===== config.mk =====
export PLATFORM = sky130hd
export DESIGN_NAME = blockmatch_scheduler
export DESIGN_NICKNAME = d
export VERILOG_FILES = /design/src/rtl/bm_pkg.sv /design/src/rtl/credit_counter.sv /design/src/rtl/blockmatch_scheduler.sv
export SDC_FILE = /design/constraint.sdc
export NUM_CORES = 1
export LEC_CHECK = 0
export ABC_AREA = 0
export ABC_CLOCK_PERIOD_IN_PS = 4300
export CORE_AREA = 2 2 73 58
export DETAILED_ROUTE_END_ITERATION = 16
export DIE_AREA = 0 0 75 60
export PLACE_DENSITY = 0.83
export SYNTH_ARGS = -nofsm -noshare
export SYNTH_HDL_FRONTEND = slang
export SYNTH_HIERARCHICAL = 1
export SYNTH_SLANG_ARGS = --single-unit

===== constraint.sdc =====
create_clock -name clk -period 4.3 [get_ports clk]
set_clock_uncertainty 0.05 [all_clocks]
set_input_delay 0.645 -clock clk [delete_from_list [all_inputs] [get_ports clk]]
set_output_delay 0.645 -clock clk [all_outputs]
set_load 0.05 [all_outputs]

===== src/rtl/bm_pkg.sv =====
// rtl/bm_pkg.sv - frame geometry, derived widths and scheduler state encoding
package bm_pkg;

    localparam int BLK_W        = 16;
    localparam int BLK_H        = 16;
    localparam int FRAME_W      = 240;
    localparam int FRAME_H      = 240;
    localparam int SEARCH_BLK_W = 48;
    localparam int NUM_BUFS     = 2;
    localparam int MAX_INFLIGHT = 4;

    localparam int BPR      = (FRAME_W - SEARCH_BLK_W) / BLK_W;
    localparam int BLK_ROWS = FRAME_H / BLK_H;

    localparam int COL_W  = $clog2(BPR);
    localparam int ROW_W  = $clog2(BLK_ROWS);
    localparam int DONE_W = $clog2(BPR + 1);
    localparam int CRED_W = $clog2(NUM_BUFS + 1);
    localparam int IF_W   = $clog2(MAX_INFLIGHT + 1);

    localparam logic [COL_W-1:0]  COL_LAST = COL_W'(BPR - 1);
    localparam logic [ROW_W-1:0]  ROW_LAST = ROW_W'(BLK_ROWS - 1);
    localparam logic [DONE_W-1:0] DONE_BPR = DONE_W'(BPR);
    localparam logic [IF_W-1:0]   IF_MAX   = IF_W'(MAX_INFLIGHT);

    // Power-of-two block sizes let the pixel origin come straight from the index.
    localparam bit W_POW2 = ((BLK_W & (BLK_W - 1)) == 0);
    localparam bit H_POW2 = ((BLK_H & (BLK_H - 1)) == 0);
    localparam int W_SH   = $clog2(BLK_W);
    localparam int H_SH   = $clog2(BLK_H);

    typedef enum logic [2:0] {
        IDLE,
        ACQ,
        ISSUE,
        ROW_WAIT,
        FIN
    } sched_state_t;

endpackage


===== src/rtl/credit_counter.sv =====
// rtl/credit_counter.sv - saturating up/down counter with over/under flags
module credit_counter #(
    parameter int MAX  = 2,
    parameter int INIT = 0,
    parameter int W    = $clog2(MAX + 1)
) (
    input  logic         clk,
    input  logic         reset,
    input  logic         inc,
    input  logic         dec,
    output logic [W-1:0] count,
    output logic [W-1:0] count_next,
    output logic         over,
    output logic         under
);

    localparam logic [W-1:0] CMAX  = W'(MAX);
    localparam logic [W-1:0] CINIT = W'(INIT);

    logic inc_ok;
    logic dec_ok;

    // A rejected inc/dec is dropped on its own; the other side still applies.
    always_comb begin
        over       = inc && (count == CMAX);
        under      = dec && (count == '0);
        inc_ok     = inc && !over;
        dec_ok     = dec && !under;
        count_next = count;
        if (inc_ok && !dec_ok) begin
            count_next = count + 1'b1;
        end else if (dec_ok && !inc_ok) begin
            count_next = count - 1'b1;
        end
    end

    always_ff @(posedge clk) begin
        if (reset) begin
            count <= CINIT;
        end else begin
            count <= count_next;
        end
    end

endmodule


===== src/rtl/blockmatch_scheduler.sv =====
// rtl/blockmatch_scheduler.sv - raster-order block-match request sequencer gated on row buffers
module blockmatch_scheduler
    import bm_pkg::*;
(
    input  logic             clk,
    input  logic             reset,
    input  logic             frame_start,
    output logic             req_valid,
    input  logic             req_ready,
    output logic [COL_W-1:0] req_blk_col,
    output logic [ROW_W-1:0] req_blk_row,
    output logic [15:0]      req_x,
    output logic [15:0]      req_y,
    output logic             req_row_last,
    input  logic             res_valid,
    input  logic             buf_release,
    output logic             busy,
    output logic             frame_done,
    output logic             err_spurious,
    output logic             err_release
);

    sched_state_t      state;
    logic [CRED_W-1:0] credits;
    logic [CRED_W-1:0] credits_next;
    logic [IF_W-1:0]   inflight;
    logic [IF_W-1:0]   inflight_next;
    logic [DONE_W-1:0] done_cnt;
    logic              cr_over;
    logic              cr_under;
    logic              if_over;
    logic              if_under;
    logic              acq_take;
    logic              xfer;
    logic              res_ok;
    logic [COL_W-1:0]  col_n;
    logic [ROW_W-1:0]  row_n;
    logic              unused_bits;

    assign acq_take    = (state == ACQ) && (credits != '0);
    assign xfer        = req_valid && req_ready;
    assign res_ok      = res_valid && !if_under;
    assign col_n       = req_blk_col + 1'b1;
    assign row_n       = req_blk_row + 1'b1;
    assign unused_bits = &{1'b0, credits_next, cr_under, if_over};

    credit_counter #(.MAX(NUM_BUFS), .INIT(NUM_BUFS)) u_credits (
        .clk        (clk),
        .reset      (reset),
        .inc        (buf_release),
        .dec        (acq_take),
        .count      (credits),
        .count_next (credits_next),
        .over       (cr_over),
        .under      (cr_under)
    );

    credit_counter #(.MAX(MAX_INFLIGHT), .INIT(0)) u_inflight (
        .clk        (clk),
        .reset      (reset),
        .inc        (xfer),
        .dec        (res_valid),
        .count      (inflight),
        .count_next (inflight_next),
        .over       (if_over),
        .under      (if_under)
    );

    always_ff @(posedge clk) begin
        if (reset) begin
            state        <= IDLE;
            req_valid    <= 1'b0;
            req_blk_col  <= '0;
            req_blk_row  <= '0;
            req_x        <= '0;
            req_y        <= '0;
            req_row_last <= 1'b0;
            busy         <= 1'b0;
            frame_done   <= 1'b0;
            done_cnt     <= '0;
            err_spurious <= 1'b0;
            err_release  <= 1'b0;
        end else begin
            frame_done <= 1'b0;
            if (if_under) err_spurious <= 1'b1;
            if (cr_over)  err_release  <= 1'b1;
            // The matcher is pipelined, so completions can land while still issuing.
            if (res_ok && (state == ISSUE || state == ROW_WAIT)) begin
                done_cnt <= done_cnt + 1'b1;
            end
            case (state)
                IDLE: begin
                    if (frame_start) begin
                        state        <= ACQ;
                        busy         <= 1'b1;
                        req_blk_col  <= '0;
                        req_blk_row  <= '0;
                        req_x        <= '0;
                        req_y        <= '0;
                        req_row_last <= (BPR == 1);
                        done_cnt     <= '0;
                    end
                end
                ACQ: begin
                    if (credits != '0) begin
                        state     <= ISSUE;
                        req_valid <= (inflight_next < IF_MAX);
                    end
                end
                ISSUE: begin
                    if (xfer && req_row_last) begin
                        state        <= ROW_WAIT;
                        req_valid    <= 1'b0;
                        req_blk_col  <= '0;
                        req_x        <= '0;
                        req_row_last <= (BPR == 1);
                    end else begin
                        // Fields only advance on a transfer, so they hold while stalled.
                        if (xfer) begin
                            req_blk_col  <= col_n;
                            req_x        <= W_POW2 ? (16'(col_n) << W_SH) : (req_x + 16'(BLK_W));
                            req_row_last <= (col_n == COL_LAST);
                        end
                        req_valid <= (inflight_next < IF_MAX);
                    end
                end
                ROW_WAIT: begin
                    if (done_cnt == DONE_BPR) begin
                        done_cnt <= '0;
                        if (req_blk_row == ROW_LAST) begin
                            state      <= FIN;
                            frame_done <= 1'b1;
                        end else begin
                            state       <= ACQ;
                            req_blk_row <= row_n;
                            req_y       <= H_POW2 ? (16'(row_n) << H_SH) : (req_y + 16'(BLK_H));
                        end
                    end
                end
                FIN: begin
                    state <= IDLE;
                    busy  <= 1'b0;
                end
                default: state <= IDLE;
            endcase
        end
    end

endmodule


==> flow_summary.yaml, run 1 <==
clock_network:
  clock_latency_ns: 0.27
  numCtsBuffers: 3
  cts-root-buf: "clkbuf_8"
  cts_setup_buffers: 0
  cts_resized: 0
  htree_levels: 1
  cts_tree: "yes"
  clkSinkCount: 26
  clk_pin_slew_ns: 0.09
  clockBufferDepth: 2
  cts_hold_buf: 0
timing:
  rsz0062_at_grt: "no"
  max_freq_mhz: 412
  worst_slew_pin_slew_ns: 0.527
  period_share_pct: 56.5
  slew_viol_final: 0
  finalSetupViolCount: 0
  hold_violations: 0
  timing.final.crit_period_ns: 2.43
  final.setup.tns_ns: 0
  whs_ns: 0.421
  slew_headroom_pct: 64.7
placed_design:
  dp.cells: 281
  numPortBuffers: 27
  gp_congestion: 0.792
  hpwl_mm: 2.39
detailed_routing:
  viasPerCell: 5.01
  drt-wirelength-per-cell_um: 11.2
  routed_wl_mm: 3.21
  vias: 1427
  drc: 0
  postRouteAntennaNets: 0
  drtIter0Drc: 42
  firstDrtPassIters: 4
floorplanning:
  row_count: 20
  die_h_um: 60
  die-area_um2: 4500
  pin_count: 52
  core_area_um2: 3830
  start_util_pct: 48.8
  die_w_um: 75
synth:
  syn-cell-area_um2: 1870
  yosys_warnings: 6
  postSynthAreaPerCell_um2: 8.69
  synthCells: 215
critical_path:
  cp-startpoint: "req_ready"
  regToRegEndpoint: "done_cnt[3]"
  cp.required_ns: 4.47
  crit_fanout: 11
  start_kind: "primary input"
  r2r_start: "u_inflight/count[1]"
  ff2ff_setup_slack_ns: 2.30
  arrival_ns: 2.60
  cp-endpoint: "req_valid"
  path_class: "in -> reg"
  end_kind: "flop"
  reg2reg_depth: 8
cells_and_area:
  fin_nets: 248
  nFillCells: 354
  stdcell_count: 285
  area_growth_pct: 11.0
  diodes: 0
  final-seq-area_um2: 520
  multiInputGateArea_um2: 1090
  drive_above_1_share_pct: 8.26
power:
  peakVddDrop_mv: 0.288
  powerDensity_nw_per_um2: 503
  power.leakage_uw: 0.000837
global_routing:
  grt_overflow: 0
  grt_pass1_vias: 1201
  antenna_found_initial: 0
  grt_pass1_wl_mm: 5.16
  grt_max_degree: 28
  grtUsageTotal_pct: 14.8
outcome:
  status: "finished, final reports clean"
min_path:
  min_path_type: "reg -> reg"
flow_run:
  drv_cap: 0
-- power by group --
group	switching (µW)	internal, µW	total [µW]
registers	57.1	283	340
clock network	78.5	125	203
logic	294	207	501
total	429	615	1040
-- critical path: stages --
cell and delay (ns):
clkdlybuf4s50_1 0.50, and2_1 0.36, and3b_1 0.24, a311oi_1 0.38, a211oi_1 0.11, o21ai_0 0.19
o311a_1 0.17
-- flip-flops by register name, summed over array words and instances (netlist names) --
register          count
done_cnt              4
req_blk_row           4
req_x                 4
state                 3
u_inflight/count      3
u_credits/count       2
busy                  1
err_release           1
err_spurious          1
frame_done            1
req_row_last          1
req_valid             1
-- per-stage QoR --
stage	area [µm²]	total power, µW	setup WS [ns]	utilization [%]
6_report	2080	1040	1.87	54.2
5_1_grt	2080	1110	1.71	54.2
4_1_cts	2080	1050	1.89	54.2
3_5_place_dp	2000	841	1.59	52.4
3_3_place_gp	2000	831	1.69	52.4
2_1_floorplan	1960	780	2.34	-
-- cells in the final DEF, fill, tap and decap left out, types with 4 or more instances in the layout --
master and count:
clkdlybuf4s50_1 27, dfxtp_1 26, conb_1 24, nor2_1 16
inv_1 12, nand2_1 12, ha_1 11, a21oi_1 10
nand2b_1 7, nand3_1 6, nor3_1 6, o21ai_0 4
mux2_2 4, or3_1 4
-- how the worst min path moves through the flow --
stage | to | depth (start not counted) | slack [ns] | from
3_5_place_dp | busy | 2 | 0.41 | busy
6_report | busy | 2 | 0.42 | busy
5_1_grt | busy | 2 | 0.44 | busy
3_3_place_gp | err_release | 2 | 0.41 | err_release
2_1_floorplan | done_cnt[3] | 2 | 0.49 | done_cnt[3]
4_1_cts | busy | 2 | 0.42 | busy
-- cell type report --
type	count	share of cell area, %
Multi-Input combinational cell	160	52.6
Sequential cell	26	25.1
Timing Repair Buffer	28	13.4
Tap cell	55	3.32
Inverter	12	2.17
Clock buffer	3	1.99
Clock inverter	1	1.45
-- routing by layer --
metal  vias to the layer above  part of all wire [%]  global-route usage (%)
met5                         -                     0                       0
met4                         0                   1.3                    4.34
met3                         7                   5.4                    3.88
met2                        40                    44                    23.2
met1                       654                    49                    20.0
li1                        726                     -                       -
(Power assumes the default switching activity.)
==> run 2, diff against run 1 <==
ABC_CLOCK_PERIOD_IN_PS = 2500   (was 4300)
CORE_AREA = 2 2 76 60   (was 2 2 73 58)
DIE_AREA = 0 0 78 62   (was 0 0 75 60)
PLACE_DENSITY = 0.78   (was 0.83)
clock period = 2.5 ns   (was 4.3 ns; I/O delays follow)
==> run 2 against run 1 <==
  * Combinational power increased by 75%
  * Largest cell class unchanged
  * Critical path depth increased by 1
  * Non-clock buffer count increased by 2
  * Routed wire length increased by 7.0%
  * Core utilization decreased by 4.4 points
  * Sequential power increased by 73%
  * Clock power increased by 74%
  * Flip-flop and latch count unchanged
  * Critical path type is now reg -> reg
  * Global-route usage decreased by 0.28 points
  * Die area increased by 7.5%
==> flow_summary.yaml, run 2 (synthesis results as in run 1) <==
critical_path:
  slowest_delay_ns: 0.44
  cp-startpoint: "u_inflight/count[1]"
  arrival_ns: 2.19
  cp_num_cells: 8
  crit_fanout: 10
  r2r_start: "u_inflight/count[1]"
  end_kind: "flop"
  regToRegEndpoint: "done_cnt[3]"
  reg2reg_depth: 8
  ff2ff_setup_slack_ns: 0.46
  cp.required_ns: 2.66
  crit_chain: "inv_1, ha_1, nand2b_1, nor2_1, and4bb_1, nand4_1, xor2_1, nor3_1"
  path_class: "reg -> reg"
  start_kind: "flop"
  cp_num_buf_inv: 1
  cp-endpoint: "done_cnt[3]"
  crit_family: "simple AND/OR/NAND/NOR gates"
  cp_slowest_cell: "dfxtp_1"
floorplanning:
  start_util_pct: 44.5
  die-area_um2: 4840
  die_w_um: 78
  row_count: 21
  die_h_um: 62
  core_area_um2: 4200
  pin_count: 52
global_routing:
  grt_max_degree: 17
  grt_pass1_vias: 1312
  antenna_found_initial: 0
  grt_overflow: 0
  grtUsageTotal_pct: 14.5
  grt_pass1_wl_mm: 5.55
placed_design:
  hpwl_mm: 2.49
  gp_congestion: 0.782
  dp_slack_ns: 0.262
  placed_area_um2: 2020
  numPortBuffers: 27
power:
  power.leakage_uw: 0.000847
  powerDensity_nw_per_um2: 869
  peakVddDrop_mv: 0.344
min_path:
  min_path_type: "reg -> reg"
  min_path_cells: 2
timing:
  timing.final.crit_period_ns: 2.04
  rsz0062_at_grt: "no"
  whs_ns: 0.428
  slew_headroom_pct: 66.9
  final.setup.worst_slack_ns: 0.462
  period_share_pct: 81.5
  final.setup.tns_ns: 0
  slew_viol_final: 0
  hold_violations: 0
  worst_slew_pin_slew_ns: 0.496
  max_freq_mhz: 491
  finalSetupViolCount: 0
cells_and_area:
  stdcell_area_um2: 2090
  drive_above_1_share_pct: 9.05
  diodes: 0
  layout_commonest_cell: "clkdlybuf4s50_1"
  area_growth_pct: 12.0
  fin_nets: 250
  reg_top3: "done_cnt (4), req_blk_row (4), req_x (4)"
  layout_common_cells: "27 x clkdlybuf4s50_1, 26 x dfxtp_1, 24 x conb_1"
clock_network:
  clkSinkCount: 26
  cts_hold_buf: 0
  clk_pin_slew_ns: 0.10
  cts_tree: "yes"
  cts_setup_buffers: 0
  cts_resized: 0
  clock_latency_ns: 0.27
  cts-root-buf: "clkbuf_8"
  numCtsBuffers: 3
  clockBufferDepth: 2
  htree_levels: 1
detailed_routing:
  drc: 0
  routed_wl_mm: 3.43
  drt-wirelength-per-cell_um: 11.9
  drtIter0Drc: 98
  viasPerCell: 4.98
  firstDrtPassIters: 4
  postRouteAntennaNets: 0
  vias: 1438
outcome:
  status: "finished, final reports clean"
flow_run:
  drv_cap: 0
## run 2: cell count changes in the layout (fill, tap and decap cells not counted)
cell,before,now
buf_4,1,3
## run 2: cell type report
cell class / count / area (µm²)
Sequential cell: 26 / 520
Clock inverter: 1 / 30.0
Multi-Input combinational cell: 160 / 1090
Fill cell: 411 / 2110
Clock buffer: 3 / 41.3
Inverter: 12 / 45.0
Timing Repair Buffer: 30 / 293
Tap cell: 57 / 71.3
## run 2: worst register-to-register path: stages, from the launching register on
cell and delay (ns):
dfxtp_1 0.44, inv_1 0.09, ha_1 0.31, nand2b_1 0.18, nor2_1 0.07, and4bb_1 0.40
nand4_1 0.15, xor2_1 0.16, nor3_1 0.12
## run 2: how the worst min path moves through the flow
stage                       startpoint             endpoint
after floorplan                  reset  u_inflight/count[2]
after global placement    err_spurious         err_spurious
after detailed placement   err_release          err_release
after CTS                         busy                 busy
after global routing      req_row_last         req_row_last
final                     req_row_last         req_row_last
## run 2: report_power, final
group,leakage (µW),internal [µW],switching [µW]
logic,0.000600,363,514
clock network,0.0000357,214,140
registers,0.000212,487,102
total,0.000847,1060,755
## run 2: layer usage
layer / vias up / track usage (%) / part of all wire (%)
met5: - / 0 / 0
met4: 0 / 7.02 / 1.1
met3: 4 / 3.76 / 4.1
met2: 32 / 24.8 / 47
met1: 674 / 17.7 / 48
li1: 728 / - / -
## run 2: through the flow
stage | std cells | total power, µW | utilization (%)
global route | 289 | 1940 | 49.8
finish | 289 | 1820 | 49.8
floorplan | 238 | 1340 | -
global placement | 285 | 1440 | 48.1
detailed placement | 285 | 1460 | 48.1
CTS | 289 | 1820 | 49.8
==> run 3, diff against run 2 <==
ABC_CLOCK_PERIOD_IN_PS = 1750   (was 2500)
CORE_AREA = 2 2 79 62   (was 2 2 76 60)
DIE_AREA = 0 0 81 64   (was 0 0 78 62)
PLACE_DENSITY = 0.76   (was 0.78)
clock period = 1.75 ns   (was 2.5 ns; I/O delays follow)
==> run 3 against run 2 <==
  * Core utilization rose by 3.0 points
  * Sequential power rose by 40%
  * Die area rose by 7.2%
  * Non-clock buffer count rose by 23
  * Combinational power rose by 85%
  * Critical path type is now in -> reg
==> flow_summary.yaml, run 3 (synthesis results as in run 1) <==
outcome:
  status: "finished, final reports clean"
cells_and_area:
  nFillCells: 418
  reg_top3: "done_cnt (4), req_blk_row (4), req_x (4)"
  area_growth_pct: 23.1
  stdcell_area_um2: 2300
  final-seq-area_um2: 529
  drive_above_1_share_pct: 33.3
  fin_nets: 273
  layout_common_cells: "46 x buf_4, 24 x conb_1, 19 x dfxtp_1"
  layout_commonest_cell: "buf_4"
  diodes: 0
  stdcell_count: 312
  multiInputGateArea_um2: 1150
floorplanning:
  die-area_um2: 5180
  pin_count: 52
  die_h_um: 64
  core_area_um2: 4360
  start_util_pct: 42.9
  row_count: 21
  die_w_um: 81
power:
  pwr-share-comb_pct: 55.0
  powerDensity_nw_per_um2: 1280
  power.leakage_uw: 0.00103
  switchingPower_uw: 1160
  p_int_uw: 1780
  pwr-share-seq_pct: 27.9
  peakVddDrop_mv: 0.665
  switching_share_pct: 39.5
  power.share.clock_pct: 17.1
global_routing:
  grt_pass1_vias: 1347
  grtUsageTotal_pct: 14.3
  grt_max_degree: 27
  grt_overflow: 0
  antenna_found_initial: 0
  grt_pass1_wl_mm: 5.98
detailed_routing:
  routed_wl_mm: 3.58
  drt-wirelength-per-cell_um: 11.5
  firstDrtPassIters: 4
  viasPerCell: 4.87
  postRouteAntennaNets: 0
  drtIter0Drc: 63
  vias: 1518
  drc: 0
timing:
  hold_violations: 0
  slew_viol_final: 0
  rsz0062_at_grt: "yes"
  period_share_pct: 96.2
  max_freq_mhz: 594
  timing.final.crit_period_ns: 1.68
  finalSetupViolCount: 0
critical_path:
  start_kind: "primary input"
  crit_fanout: 3
  r2r_start: "u_inflight/count[0]"
  arrival_ns: 1.81
  end_kind: "flop"
  regToRegEndpoint: "req_valid"
  reg2reg_depth: 7
  cp.required_ns: 1.87
  path_class: "in -> reg"
  ff2ff_setup_slack_ns: 0.07
min_path:
  min_to: "req_row_last"
  min_path_type: "reg -> reg"
  min_path_cells: 2
  hold_start: "req_row_last"
clock_network:
  clkSinkCount: 26
  cts-root-buf: "clkbuf_8"
  clk_pin_slew_ns: 0.09
  clock_latency_ns: 0.28
  clockBufferDepth: 2
  numCtsBuffers: 3
  htree_levels: 1
  cts_hold_buf: 0
  cts_tree: "yes"
placed_design:
  numPortBuffers: 27
  hpwl_mm: 2.73
  dp.cells: 307
  placed_area_um2: 2150
  gp_congestion: 0.806
flow_run:
  drv_cap: 0
run 3: changes by cell type in the layout (fill, tap and decap cells not counted), sizes merged:
| cell | before | now |
|---|---|---|
| buf | 3 | 48 |
| dlymetal6s2s | 0 | 2 |
| clkdlybuf4s50 | 27 | 3 |
run 3: stage by stage:
step / setup TNS [ns] / setup WS (ns) / utilization (%) / hold slack [ns] / total power, µW
2_1_floorplan: -0.0348 / -0.0348 / - / 0.281 / 1920
3_3_place_gp: -2.89 / -0.232 / 49.3 / 0.406 / 2300
3_5_place_dp: -3.33 / -0.340 / 49.3 / 0.409 / 2340
4_1_cts: 0 / 0.00906 / 51.3 / 0.421 / 2880
5_1_grt: -0.0182 / -0.0173 / 52.8 / 0.456 / 3160
6_report: 0 / 0.0658 / 52.8 / 0.416 / 2940
run 3: cell type report:
cell class	instances	area share [%]
Timing Repair Buffer	53	18.8
Inverter	12	1.96
Multi-Input combinational cell	160	50.1
Clock buffer	3	1.79
Tap cell	57	3.10
Sequential cell	26	23.0
Clock inverter	1	1.31
run 3: power by group through the flow:
stage	registers (µW)	logic (µW)	clock network [µW]
floorplan	905	1010	0
global placement	820	1480	0
detailed placement	828	1510	0
CTS	815	1550	520
global route	846	1780	537
finish	823	1620	503
run 3: what timing repair did:
item / CTS / global route
resized for setup: 4 / 17
buffers inserted: 0 / 1
pin swaps: 1 / 11
endpoints found under the setup margin: 2 / 11
run 3: metal layers:
metal / wire length, µm / vias up / GRT usage [%] / part of all wire [%]
met2: 1710 / 32 / 23.1 / 48
li1: - / 773 / - / -
met4: 13 / 0 / 1.91 / 0.36
met5: 0 / - / 0 / 0
met3: 164 / 2 / 3.81 / 4.6
met1: 1690 / 711 / 19.6 / 47
run 3: how the worst max path moves through the flow:
stage / start / endpoint / slack (ns) / cells past startpoint
2_1_floorplan: u_inflight/count[1] / req_valid / -0.03 / 8
3_3_place_gp: req_ready / req_valid / -0.23 / 7
3_5_place_dp: req_ready / req_valid / -0.34 / 7
4_1_cts: req_ready / req_valid / 0.009 / 7
5_1_grt: u_inflight/count[0] / req_valid / -0.02 / 7
6_report: frame_start / req_blk_row[1] / 0.07 / 4
run 3: worst max-delay path: stages:
cell	delay [ns]
clkdlybuf4s50_1	0.52
or3b_2	0.52
a21o_1	0.22
mux2_2	0.27
